[src/rtl/spi_master_ctrl.sv]
`default_nettype none
// +----------------------------------------------------------------------------+
// | Module      : spi_master_ctrl                                              |
// | Description : Single-frame SPI master. SCLK idles low, MSB first; the      |
// |               slave samples MOSI and drives MISO on SCLK falling edges,    |
// |               so the master launches MOSI on rising edges and captures     |
// |               MISO at the end of each SCLK low phase.                      |
// | Ports       : clk, reset (async, active-high)                              |
// |               start, tx_data        host request / frame to send           |
// |               rx_data, busy, done   host result / status                   |
// |               SCLK, CS, MOSI, MISO  SPI bus (CS active-low)                |
// |               loopback              only with SPI_MASTER_LOOPBACK_EN       |
// | Config      : `define SPI_MASTER_LOOPBACK_EN adds the loopback input,      |
// |               which makes the capture path take registered MOSI.           |
// | Revision    : 1.0  initial release                                         |
// +----------------------------------------------------------------------------+
module spi_master_ctrl #(
  parameter int DATA_WIDTH = 8,
  parameter int CLK_DIV    = 4,
  parameter int CS_SETUP   = 2,
  parameter int CS_HOLD    = 2
) (
  input  logic                  clk,
  input  logic                  reset,
  input  logic                  start,
  input  logic [DATA_WIDTH-1:0] tx_data,
  output logic [DATA_WIDTH-1:0] rx_data,
  output logic                  busy,
  output logic                  done,
  output logic                  SCLK,
  output logic                  CS,
  output logic                  MOSI,
  input  logic                  MISO
`ifdef SPI_MASTER_LOOPBACK_EN
  ,
  input  logic                  loopback
`endif
);

  // One shared phase timer covers SETUP, HIGH, LOW and HOLD.
  localparam int c_TMAX_A = (CS_SETUP > CLK_DIV) ? CS_SETUP : CLK_DIV;
  localparam int c_TMAX   = (c_TMAX_A > CS_HOLD) ? c_TMAX_A : CS_HOLD;
  localparam int c_TW     = (c_TMAX > 1) ? $clog2(c_TMAX) : 1;
  localparam int c_CW     = (DATA_WIDTH > 1) ? $clog2(DATA_WIDTH) : 1;

  localparam logic [c_TW-1:0] c_SETUP_LAST = c_TW'(CS_SETUP - 1);
  localparam logic [c_TW-1:0] c_HALF_LAST  = c_TW'(CLK_DIV - 1);
  localparam logic [c_TW-1:0] c_HOLD_LAST  = c_TW'(CS_HOLD - 1);
  localparam logic [c_CW-1:0] c_BIT_LAST   = c_CW'(DATA_WIDTH - 1);

  typedef enum logic [2:0] {
    S_IDLE  = 3'd0,
    S_SETUP = 3'd1,
    S_HIGH  = 3'd2,
    S_LOW   = 3'd3,
    S_HOLD  = 3'd4,
    S_DONE  = 3'd5
  } state_t;

  state_t                r_state;
  logic [c_TW-1:0]       r_timer;
  logic [c_CW-1:0]       r_cnt;
  // Holds the bits still to be sent; MSB is the bit that goes out next.
  // The bit currently on the wire lives only in the MOSI register.
  logic [DATA_WIDTH-1:0] r_tx_sh;
  logic [DATA_WIDTH-1:0] r_rx_sh;
  logic                  w_sample;

`ifdef SPI_MASTER_LOOPBACK_EN
  assign w_sample = loopback ? MOSI : MISO;
`else
  assign w_sample = MISO;
`endif

  always_ff @(posedge clk or posedge reset) begin
    if (reset) begin
      r_state <= S_IDLE;
      r_timer <= '0;
      r_cnt   <= '0;
      r_tx_sh <= '0;
      r_rx_sh <= '0;
      rx_data <= '0;
      busy    <= 1'b0;
      done    <= 1'b0;
      SCLK    <= 1'b0;
      CS      <= 1'b1;
      MOSI    <= 1'b0;
    end else begin
      done <= 1'b0;
      unique case (r_state)
        S_IDLE: begin
          CS   <= 1'b1;
          SCLK <= 1'b0;
          MOSI <= 1'b0;
          busy <= 1'b0;
          if (start) begin
            r_tx_sh <= tx_data << 1;
            r_rx_sh <= '0;
            r_cnt   <= '0;
            r_timer <= '0;
            CS      <= 1'b0;
            busy    <= 1'b1;
            MOSI    <= tx_data[DATA_WIDTH-1];
            r_state <= S_SETUP;
          end
        end

        S_SETUP: begin
          if (r_timer == c_SETUP_LAST) begin
            r_timer <= '0;
            SCLK    <= 1'b1;
            r_state <= S_HIGH;
          end else begin
            r_timer <= r_timer + 1'b1;
          end
        end

        S_HIGH: begin
          if (r_timer == c_HALF_LAST) begin
            r_timer <= '0;
            SCLK    <= 1'b0;
            r_state <= S_LOW;
          end else begin
            r_timer <= r_timer + 1'b1;
          end
        end

        S_LOW: begin
          if (r_timer == c_HALF_LAST) begin
            r_timer <= '0;
            // Capture at the end of the low phase: the slave changed MISO
            // on the falling edge, so it has had CLK_DIV cycles to settle.
            r_rx_sh <= {r_rx_sh[DATA_WIDTH-2:0], w_sample};
            if (r_cnt == c_BIT_LAST) begin
              // Last bit: no further rising edge, MOSI keeps its value.
              r_state <= S_HOLD;
            end else begin
              r_cnt   <= r_cnt + 1'b1;
              MOSI    <= r_tx_sh[DATA_WIDTH-1];
              r_tx_sh <= r_tx_sh << 1;
              SCLK    <= 1'b1;
              r_state <= S_HIGH;
            end
          end else begin
            r_timer <= r_timer + 1'b1;
          end
        end

        S_HOLD: begin
          if (r_timer == c_HOLD_LAST) begin
            r_timer <= '0;
            CS      <= 1'b1;
            busy    <= 1'b0;
            MOSI    <= 1'b0;
            done    <= 1'b1;
            rx_data <= r_rx_sh;
            r_state <= S_DONE;
          end else begin
            r_timer <= r_timer + 1'b1;
          end
        end

        S_DONE: begin
          // start is not looked at here; a request must be seen in IDLE.
          r_state <= S_IDLE;
        end

        default: begin
          r_state <= S_IDLE;
        end
      endcase
    end
  end

endmodule
`default_nettype wire

[config.mk]
export PLATFORM = sky130hd
export DESIGN_NAME = spi_master_ctrl
export DESIGN_NICKNAME = d
export VERILOG_FILES = /design/src/rtl/spi_master_ctrl.sv
export SDC_FILE = /design/constraint.sdc
export NUM_CORES = 1
export LEC_CHECK = 0
export BUFFER_PORTS_ARGS = -buffer_cell sky130_fd_sc_hd__buf_4
export CORE_MARGIN = 1.5
export CORE_UTILIZATION = 55
export CTS_CLUSTER_DIAMETER = 30
export DETAILED_ROUTE_END_ITERATION = 10
export PLACE_DENSITY = 0.76
export SYNTH_ARGS = -nofsm -noshare
export SYNTH_HDL_FRONTEND = slang
export SYNTH_SLANG_ARGS = --single-unit
export TNS_END_PERCENT = 1
[constraint.sdc]
create_clock -name clk -period 2.6 [get_ports clk]
set_input_delay 0.13 -clock clk [delete_from_list [all_inputs] [get_ports clk]]
set_output_delay 0.13 -clock clk [all_outputs]
set_load 0.005 [all_outputs]
==> out/results.ini <==
[run_status]
outcome=finished clean

[floorplanning]
core-area_sq_um=3000
dieWidth_microns=59.0
pin_count=25
rows=20
fp.dieH_microns=59.0
dieArea_sq_um=3480
start_util_pct=57.3

[clock_network]
cts_hold_buf=2
cts_resized=0
cts_buffer_depth=2
cts_setup_buffers=0
cts_buffers=5
cts_tree=yes
htreeDepth=2
clkLatencyLatePin_ps=340
clockRootBuffer=clkbuf_4
cts.clk_slew.worst_paths_ps=100
clock-sinks=36

[sta]
clock.fmax_ghz=0.503
hold_viol=0
slew_headroom_pct=57.0
fin_worst_skew_ps=11.5
drv_slew=0
period_share_pct=76.4
worst_pin_slew_ps=645
fin_setup_tns_ps=0
rsz0062_at_grt=no
setup_viol=0
period_needed_ps=1990

[route]
drt-total-wl_mm=3.10
drt_iter0_drc=40
ant_nets=0
firstDrtPassIters=4
drc=0
routed_via_density=5.86
wl_per_cell_microns=15.4
vias=1177

[global_route]
antenna_found_initial=0
first_global_vias=1191
grt_util_all_layers_pct=20.1
grt_max_degree=23
grt_pass1_wl_mm=5.23
grt_overflow_total=0

[critical_path]
critPathLaunch=r_cnt[0]$_DFFE_PP0P_
startpoint_type=flip-flop
rr_startpoint=r_cnt[0]$_DFFE_PP0P_
path_class=flip-flop to flip-flop
cp_data_arrival_time_ps=2210
required_ps=2820
cp-end-kind=flip-flop
r2r_cells=5
cp_max_fo=10

[finish]
insertedDiodeCount=0
final_net_count=184
synthToLayoutAreaGrowth_pct=17.2
final_util_pct=67.2
postLayoutCellArea_sq_um=2020
drive_above_1_share_pct=36.9
final_cell_mix=dfrtp_1 (35), buf_4 (26), mux2_2 (23)
final_cells=201
layout_commonest_cell=dfrtp_1
fillers=241

[placement]
globalplace.congestion=0.787
portBuffers=24
dp_hpwl_mm=2.13
place_inst=191
placed_area_sq_um=1920

[flow_run]
cap_violations=0

[worst_hold_path]
hp-class=primary input to flip-flop
worstHoldStart=tx_data[0]
holdPathStages=3

[yosys]
synthesis.area_sq_um=1720
yosysWarnings=0
synthSimpleGateAreaFrac_pct=10.5
synth_compound_area_share_pct=13.5
synth-seq-area-share_pct=52.4
muxShareOfSynthArea_pct=16.3
synthAdderAreaFrac_pct=3.63
synth_top_area_cell=dfrtp_1
syn_avg_cell_area_sq_um=12.4
synth-seq-cells=36
ys_types=40
synth_cells=139
yosysTopAreaCellShare_pct=50.9
synth_xor_area_share_pct=0
synth_top_family_by_area=multiplexers
ys_top_cells_by_area=dfrtp_1 (51%), mux2_2 (15%), a22o_1 (4.1%)
syn_nets=156

[power]
leakage_nw=0.965
switching_share_pct=20.7
irDropWorstVdd_mv=0.389
pwr-share-clk_pct=38.7
seq_power_share_pct=57.2
p_switching_mw=0.205
power.density_nw_per_um2=492
p_int_mw=0.789
power_mw=0.994
combPwrFrac_pct=4.1

[worst max-delay path, stage by stage, from the launching register on]
cell and delay [ps]:
dfrtp_1 410, ha_1 210, ha_1 210, nand4b_1 270, a21oi_4 400, mux2_2 380
[through the flow]
| stage | hold slack [ps] | setup slack, ps |
|---|---|---|
| final | 47.3 | 612 |
| after global routing | 64.5 | 506 |
| after CTS | 38.5 | 591 |
| after detailed placement | 263 | 618 |
| after global placement | 246 | 711 |
| after floorplan | 263 | 795 |
[path summary, 6_finish.rpt]
kind	to	slack (ps)
setup / recovery	r_cnt[2]$_DFFE_PP0P_	610
max in group asynchronous	r_tx_sh[1]$_DFFE_PP0P_	1430
setup reg to reg	r_cnt[2]$_DFFE_PP0P_	610
hold reg to reg	r_rx_sh[7]$_DFFE_PP0P_	510
hold / removal	r_tx_sh[1]$_DFFE_PP0P_	50
min in group asynchronous	rx_data[6]$_DFFE_PP0P_	450
[Yosys cell counts]
cell	instances
a211oi_1	3
a21o_1	1
a21oi_1	2
a21oi_4	1
a22o_1	8
a22oi_1	2
and2_1	1
and4b_1	1
buf_1	1
buf_2	2
buf_6	1
clkbuf_1	3
dfrtp_1	35
dfstp_2	1
ha_1	5
inv_1	7
mux2_1	1
mux2_2	23
mux2i_1	1
nand2_1	3
nand2b_1	3
nand3_1	3
nand3b_1	2
nand4b_1	1
nor2_1	6
nor2_2	1
nor2b_1	3
nor3b_1	2
nor4_1	1
nor4bb_1	1
o211ai_1	1
o21ai_0	4
o221a_2	1
o22a_1	1
o22ai_1	1
o31a_1	1
o32a_1	2
o32ai_1	1
or2_2	1
or3b_4	1
[layer usage]
layer  GRT usage [%]  vias to the layer above  part of all wire [%]
met4            8.77                        0                   1.7
li1                -                      565                     -
met1            23.9                      587                    44
met5               0                        -                     0
met3            5.27                        5                   3.2
met2            34.3                       20                    51
[layout make-up]
type	count	area [sq um]	share of cell area, %
Tap cell	33	41.3	2.05
Sequential cell	36	902	44.7
Clock buffer	6	41.3	2.05
Multi-Input combinational cell	89	757	37.5
Timing Repair Buffer	28	215	10.7
Clock inverter	2	35.0	1.74
Inverter	7	26.3	1.30
[power by group through the flow]
stage / registers (mW) / clock network, mW / logic [mW]
final: 0.568 / 0.385 / 0.0409
after global routing: 0.569 / 0.411 / 0.0459
after CTS: 0.568 / 0.395 / 0.0418
after detailed placement: 0.579 / 0 / 0.0393
after global placement: 0.579 / 0 / 0.0377
after floorplan: 0.578 / 0 / 0.0198
[sequential cells by signal, indices dropped and copies added, names as in the netlist]
| register | flops |
|---|---|
| busy | 1 |
| r_rx_sh | 8 |
| rx_data | 8 |
| r_timer | 2 |
| done | 1 |
| r_tx_sh | 7 |
| SCLK | 1 |
| r_state | 3 |
| MOSI | 1 |
| CS | 1 |
| r_cnt | 3 |
[kinds of logic (layout without fill, tap and decap cells)]
kind of cell,after synthesis,in the layout
flip-flops,36,36
AND/OR/NAND/NOR,30,30
multiplexers,25,25
AO/OA/AOI/OAI,29,29
buffers and inverters,14,43
adder cells (fa/ha/maj),5,5
Note: power is estimated with default switching activity, not from simulation.
